===== config.mk =====
export PLATFORM = sky130hd
export DESIGN_NAME = rr_arbiter8_flat
export DESIGN_NICKNAME = d
export VERILOG_FILES = /design/src/rtl/arb_pkg.sv /design/src/rtl/rr_arbiter8_if.sv /design/src/rtl/rr_prio_enc8.sv /design/src/rtl/rr_arbiter8.sv /design/src/flat_wrapper.sv
export SDC_FILE = /design/constraint.sdc
export NUM_CORES = 1
export LEC_CHECK = 0
export BUFFER_PORTS_ARGS = -buffer_cell sky130_fd_sc_hd__buf_2
export CORE_UTILIZATION = 30
export CTS_CLUSTER_SIZE = 28
export DETAILED_ROUTE_END_ITERATION = 16
export GPL_TIMING_DRIVEN = 0
export SYNTH_ARGS = -nofsm -noshare
export SYNTH_HDL_FRONTEND = slang
export SYNTH_HIERARCHICAL = 1
export SYNTH_SLANG_ARGS = --single-unit

===== constraint.sdc =====
create_clock -name clk -period 3.75 [get_ports clk]
set_input_delay 0.5625 -clock clk [delete_from_list [all_inputs] [get_ports clk]]
set_output_delay 0.5625 -clock clk [all_outputs]
set_load 0.01 [all_outputs]

===== src/rtl/arb_pkg.sv =====
// Shared constants, state encoding and helpers for the 8-way round-robin arbiter.
package arb_pkg;
  localparam int N_REQ = 8;
  localparam int IDX_W = 3;

  typedef enum logic {
    IDLE  = 1'b0,
    GRANT = 1'b1
  } state_t;

  function automatic logic [N_REQ-1:0] onehot8(input logic [IDX_W-1:0] idx);
    logic [N_REQ-1:0] v;
    v      = '0;
    v[idx] = 1'b1;
    return v;
  endfunction
endpackage


===== src/rtl/rr_arbiter8_if.sv =====
// Client-side request/grant bundle shared between the arbiter and its clients.
interface rr_arbiter8_if;
  import arb_pkg::*;

  logic [N_REQ-1:0] req;
  logic             done;
  logic [N_REQ-1:0] gnt;
  logic [IDX_W-1:0] gnt_id;
  logic             gnt_valid;
  logic             timeout;

  modport master (
    output req, done,
    input  gnt, gnt_id, gnt_valid, timeout
  );

  modport slave (
    input  req, done,
    output gnt, gnt_id, gnt_valid, timeout
  );
endinterface


===== src/rtl/rr_prio_enc8.sv =====
// Rotating-priority encoder: first set request strictly after ptr, wrapping modulo 8.
module rr_prio_enc8
  import arb_pkg::*;
(
  input  logic [N_REQ-1:0] req,
  input  logic [IDX_W-1:0] ptr,
  output logic [IDX_W-1:0] idx,
  output logic             any_valid
);
  logic [IDX_W-1:0]   offset;
  logic [2*N_REQ-1:0] dbl;
  logic [N_REQ-1:0]   rot;
  logic [IDX_W-1:0]   low;

  always_comb begin
    offset = ptr + IDX_W'(1);
    // rot[k] holds req[(k+offset) mod 8], so bit 0 is the highest-priority client
    dbl    = {req, req};
    rot    = dbl[offset +: N_REQ];
    low    = '0;
    for (int k = N_REQ - 1; k >= 0; k--) begin
      if (rot[k]) low = IDX_W'(k);
    end
    idx       = low + offset;
    any_valid = |req;
  end
endmodule


===== src/rtl/rr_arbiter8.sv =====
// 8-requester round-robin arbiter with registered grant, done/drop release and optional hold timeout.
module rr_arbiter8
  import arb_pkg::*;
#(
  parameter int MAX_HOLD = 0,
  parameter int HOLD_W   = 8
) (
  input logic          clk,
  input logic          rst,
  rr_arbiter8_if.slave bus
);
  localparam logic [HOLD_W-1:0] HOLD_LAST = HOLD_W'((MAX_HOLD > 0) ? MAX_HOLD - 1 : 0);
  localparam bit                HOLD_EN   = (MAX_HOLD != 0);

  state_t           state, state_nx;
  logic [IDX_W-1:0] ptr, ptr_nx;
  logic [IDX_W-1:0] id_q, id_nx;
  logic [IDX_W-1:0] win;
  logic [N_REQ-1:0] gnt_q, gnt_nx;
  logic             valid_q, valid_nx;
  logic             to_q, to_nx;
  logic [HOLD_W-1:0] hold_cnt, hold_nx;
  logic             any_req, owner_req, hold_limit, release_now;

  rr_prio_enc8 u_enc (
    .req       (bus.req),
    .ptr       (ptr),
    .idx       (win),
    .any_valid (any_req)
  );

  assign owner_req   = bus.req[id_q];
  assign hold_limit  = HOLD_EN && (hold_cnt == HOLD_LAST);
  assign release_now = bus.done | ~owner_req | hold_limit;

  always_comb begin
    state_nx = state;
    ptr_nx   = ptr;
    id_nx    = id_q;
    gnt_nx   = gnt_q;
    valid_nx = valid_q;
    hold_nx  = hold_cnt;
    to_nx    = 1'b0;
    case (state)
      IDLE: begin
        if (any_req) begin
          gnt_nx   = onehot8(win);
          id_nx    = win;
          valid_nx = 1'b1;
          ptr_nx   = win;
          hold_nx  = '0;
          state_nx = GRANT;
        end
      end
      GRANT: begin
        if (release_now) begin
          gnt_nx   = '0;
          id_nx    = '0;
          valid_nx = 1'b0;
          hold_nx  = '0;
          state_nx = IDLE;
          // Flag only revocations the owner did not ask for
          to_nx    = hold_limit & ~bus.done & owner_req;
        end else begin
          hold_nx = hold_cnt + HOLD_W'(1);
        end
      end
      default: state_nx = IDLE;
    endcase
  end

  always_ff @(posedge clk) begin
    if (rst) begin
      state    <= IDLE;
      ptr      <= IDX_W'(N_REQ - 1);
      id_q     <= '0;
      gnt_q    <= '0;
      valid_q  <= 1'b0;
      hold_cnt <= '0;
      to_q     <= 1'b0;
    end else begin
      state    <= state_nx;
      ptr      <= ptr_nx;
      id_q     <= id_nx;
      gnt_q    <= gnt_nx;
      valid_q  <= valid_nx;
      hold_cnt <= hold_nx;
      to_q     <= to_nx;
    end
  end

  assign bus.gnt       = gnt_q;
  assign bus.gnt_id    = id_q;
  assign bus.gnt_valid = valid_q;
  assign bus.timeout   = to_q;
endmodule

===== src/flat_wrapper.sv =====
// flat-port wrapper written by rule: the top's interface ports become plain ports
module rr_arbiter8_flat import arb_pkg::*;
#(
  parameter int MAX_HOLD = 0,
  parameter int HOLD_W   = 8
)
  (clk, rst, bus_req, bus_done, bus_gnt, bus_gnt_id, bus_gnt_valid, bus_timeout);
  rr_arbiter8_if bus_i ();
  input logic clk;
  input logic rst;
  input wire logic [$bits(bus_i.req)-1:0] bus_req;
  input wire logic [$bits(bus_i.done)-1:0] bus_done;
  output wire logic [$bits(bus_i.gnt)-1:0] bus_gnt;
  output wire logic [$bits(bus_i.gnt_id)-1:0] bus_gnt_id;
  output wire logic [$bits(bus_i.gnt_valid)-1:0] bus_gnt_valid;
  output wire logic [$bits(bus_i.timeout)-1:0] bus_timeout;
  assign bus_i.req = bus_req;
  assign bus_i.done = bus_done;
  assign bus_gnt = bus_i.gnt;
  assign bus_gnt_id = bus_i.gnt_id;
  assign bus_gnt_valid = bus_i.gnt_valid;
  assign bus_timeout = bus_i.timeout;
  rr_arbiter8 #(.MAX_HOLD(MAX_HOLD), .HOLD_W(HOLD_W)) u_core (.clk(clk), .rst(rst), .bus(bus_i));
endmodule

==> key figures <==
Global routing
  • Pin count of the biggest net entering global routing: 10
  • Global-route usage over all layers: 13.0%
  • Global-route wire length before repair: 4440 um
  • Vias in the first global route: 967
  • Grt ovf: 0
  • Initial antenna violation count: 0

CTS
  • Clk root buf: clkbuf_8
  • Maximum root-to-sink buffer count: 2
  • Sink Count: 16
  • Cts hold-fix bufs: 0
  • CTS tree: yes
  • H-tree depth: 1
  • Num CTS Buffers: 3
  • Clock Latency Late Sink: 0.24 ns
  • Clk slew on worst S/H paths: 0.06 ns

Drt
  • Wirelength, routed: 2560 um
  • Via count: 1057
  • Drt first pass iters: 4
  • DRC viols: 0
  • Initial DRC count: 17
  • Via density: 5.16
  • Antenna viol nets, final: 0
  • DR WL/cell: 12.5 um

Power and ir drop
  • Total power after layout: 1340 uW
  • Worst VDD drop: 0.352 mV
  • Leakage: 0.000597 uW
  • Pwr per Cell Area: 918 nW/um^2

Synthesis
  • Largest family of logic cells by synthesized area: simple AND/OR/NAND/NOR gates
  • Sequential share of the synthesized area: 26.2%
  • Area share of fa/ha/maj cells after synthesis: 4.61%
  • Number of synthesized flops with an enable pin: 0
  • Synthesized Nets: 146
  • Cell area after synthesis: 1220 sq um
  • Multiplexer area fraction after synthesis: 19.9%
  • Ys flop type: dfxtp_1
  • Yosys reg bits: 16
  • Simple-gate area share of the yosys netlist: 21.6%
  • Warnings from Yosys: 6
  • FFs w/ async S/R, synth: 0%
  • Syn Inst Count: 132
  • Yosys cell types: 41
  • Post-Synth XOR/XNOR Area: 1.43%
  • Synth Area in Compound Gates: 17.5%
  • Mean Syn Cell Area: 9.25 sq um

Placed design
  • PortBufs: 22
  • Dpl hpwl: 2030 um
  • GPL Wtd Cong: 0.753
  • Post-DP Area: 1390 sq um

Final layout
  • Final instance area: 1460 sq um
  • Ant. Diodes: 0
  • Area growth syn-to-layout: 19.3%
  • Layout net count: 173
  • Proportion of layout cells with a drive suffix above 1: 29.9%
  • Commonest cells after routing, fill and taps aside: buf_2, nand2_1, dfxtp_1
  • Commonest non-fill, non-tap cell in the layout: buf_2
  • Fillers: 364

STA
  • Crit path time final: 3.51 ns
  • Final setup fails: 0
  • Clock Skew: 0.00226 ns
  • Highest clock rate: 285 MHz
  • RSZ-0062 raised after global routing: false
  • Fin. Hold Viols: 0
  • Max Transition Viols Final: 0
  • Final worst-path cycle share: 93.7%

Setup path
  • Data required, critical path: 3.92 ns
  • Worst setup SP type: flop
  • Crit path kind: reg2reg
  • CP endpoint kind: flop
  • CP max FO: 9
  • CP arrival: 3.69 ns

Hold path
  • Hold/Removal Path Class: reg2reg

Die
  • Initial core utilization: 32.4%
  • Placeable Area: 3770 sq um
  • Horiz. Die Dim: 65.8 um
  • Die Y: 65.8 um
  • Die area: 4330 sq um
  • Io pins: 24
  • Site Rows: 22

Run status
  • Status: complete, no violations

Job
  • Max Cap Viol: 0
cell usage after synthesis, drive strengths merged (2+ instances only):
library cell  count  area, sq um
a2111oi           2         18.8
a211oi            2         15.0
a31oi             3         18.8
buf               5         46.3
dfxtp            16          320
ha                2         25.0
inv              15         56.3
mux2i             4         40.0
mux4              8          203
nand2            17         63.8
nand2b            3         18.8
nand3             6         30.0
nand4             2         12.5
nor2              8         30.0
nor2b             6         37.5
nor3              4         20.0
nor4              2         12.5
o21ai             9         63.8
o31ai             2         15.0
or2               2         12.5
timing repair:
action / CTS / global route
gates resized for setup: 0 / 5
setup buffers: 0 / 0
endpoints found under the setup margin: 0 / 9
report_power, final:
group	leakage [uW]	switching, uW	internal, uW
registers	0.000131	33.4	226
logic	0.000444	542	415
clock network	0.0000216	49.6	70.9
flip-flops by register name, indices dropped and copies added (netlist names):
name and cells:
u_core/bus.gnt_valid 1, u_core/bus.gnt_id 3, u_core/ptr 3, u_core/state 1, u_core/bus.gnt 8
cell families after synthesis:
group / count (synthesis)
adder cells (fa/ha/maj): 4
buffers and inverters: 20
multiplexers: 12
other: 1
XOR/XNOR: 2
AO/OA/AOI/OAI: 23
AND/OR/NAND/NOR: 54
flip-flops: 16
worst paths after layout:
check	from	end	slack, ns	cells after the start
max	u_core/ptr[0]	u_core/bus.gnt[7]	0.24	13
min	u_core/bus.gnt[1]	u_core/bus.gnt[1]	0.45	2
max reg2reg	u_core/ptr[0]	u_core/bus.gnt[7]	0.24	13
min reg2reg	u_core/bus.gnt[1]	u_core/bus.gnt[1]	0.45	2
final cells by class:
cell class / instances / area [sq um] / share of cell area, %
multi-input combinational: 96 / 822 / 56.4
sequential: 16 / 320 / 22.0
timing repair buffer: 22 / 110 / 7.56
tap: 48 / 60.1 / 4.12
inverter: 15 / 56.3 / 3.87
buffer: 5 / 46.3 / 3.18
clock buffer: 3 / 41.3 / 2.84
routing by layer:
metal	GRT usage, %	wire [um]	share of wire (%)
met2	23.0	1320	52
met1	16.2	1170	46
met5	0	0	0
met3	1.55	57	2.2
met4	4.08	11	0.43
critical path, cell delays in order, from the launching register on:
cell and delay [ns]:
dfxtp_1 0.37, buf_6 0.16, mux4_1 0.61, nand2b_1 0.18, a2111oi_2 0.41, nor3_1 0.10, o31ai_1 0.25, ha_1 0.19
inv_1 0.05, fa_1 0.40, xnor2_2 0.25, and3_1 0.28, nand3_1 0.12, o21ai_2 0.06
metrics by stage:
stage / hold slack, ns / std cells / utilization [%] / setup WS, ns / TNS (ns)
after global placement: 0.446 / 202 / 36.9 / 0.0508 / 0
after CTS: 0.456 / 205 / 38.0 / 0.0251 / 0
after global routing: 0.472 / 205 / 38.6 / 0.0236 / 0
final: 0.451 / 205 / 38.6 / 0.236 / 0
after detailed placement: 0.447 / 202 / 36.9 / -0.0593 / -0.198
after floorplan: 0.444 / 132 / - / 0.502 / 0
Power figures use the tool's default switching activity.
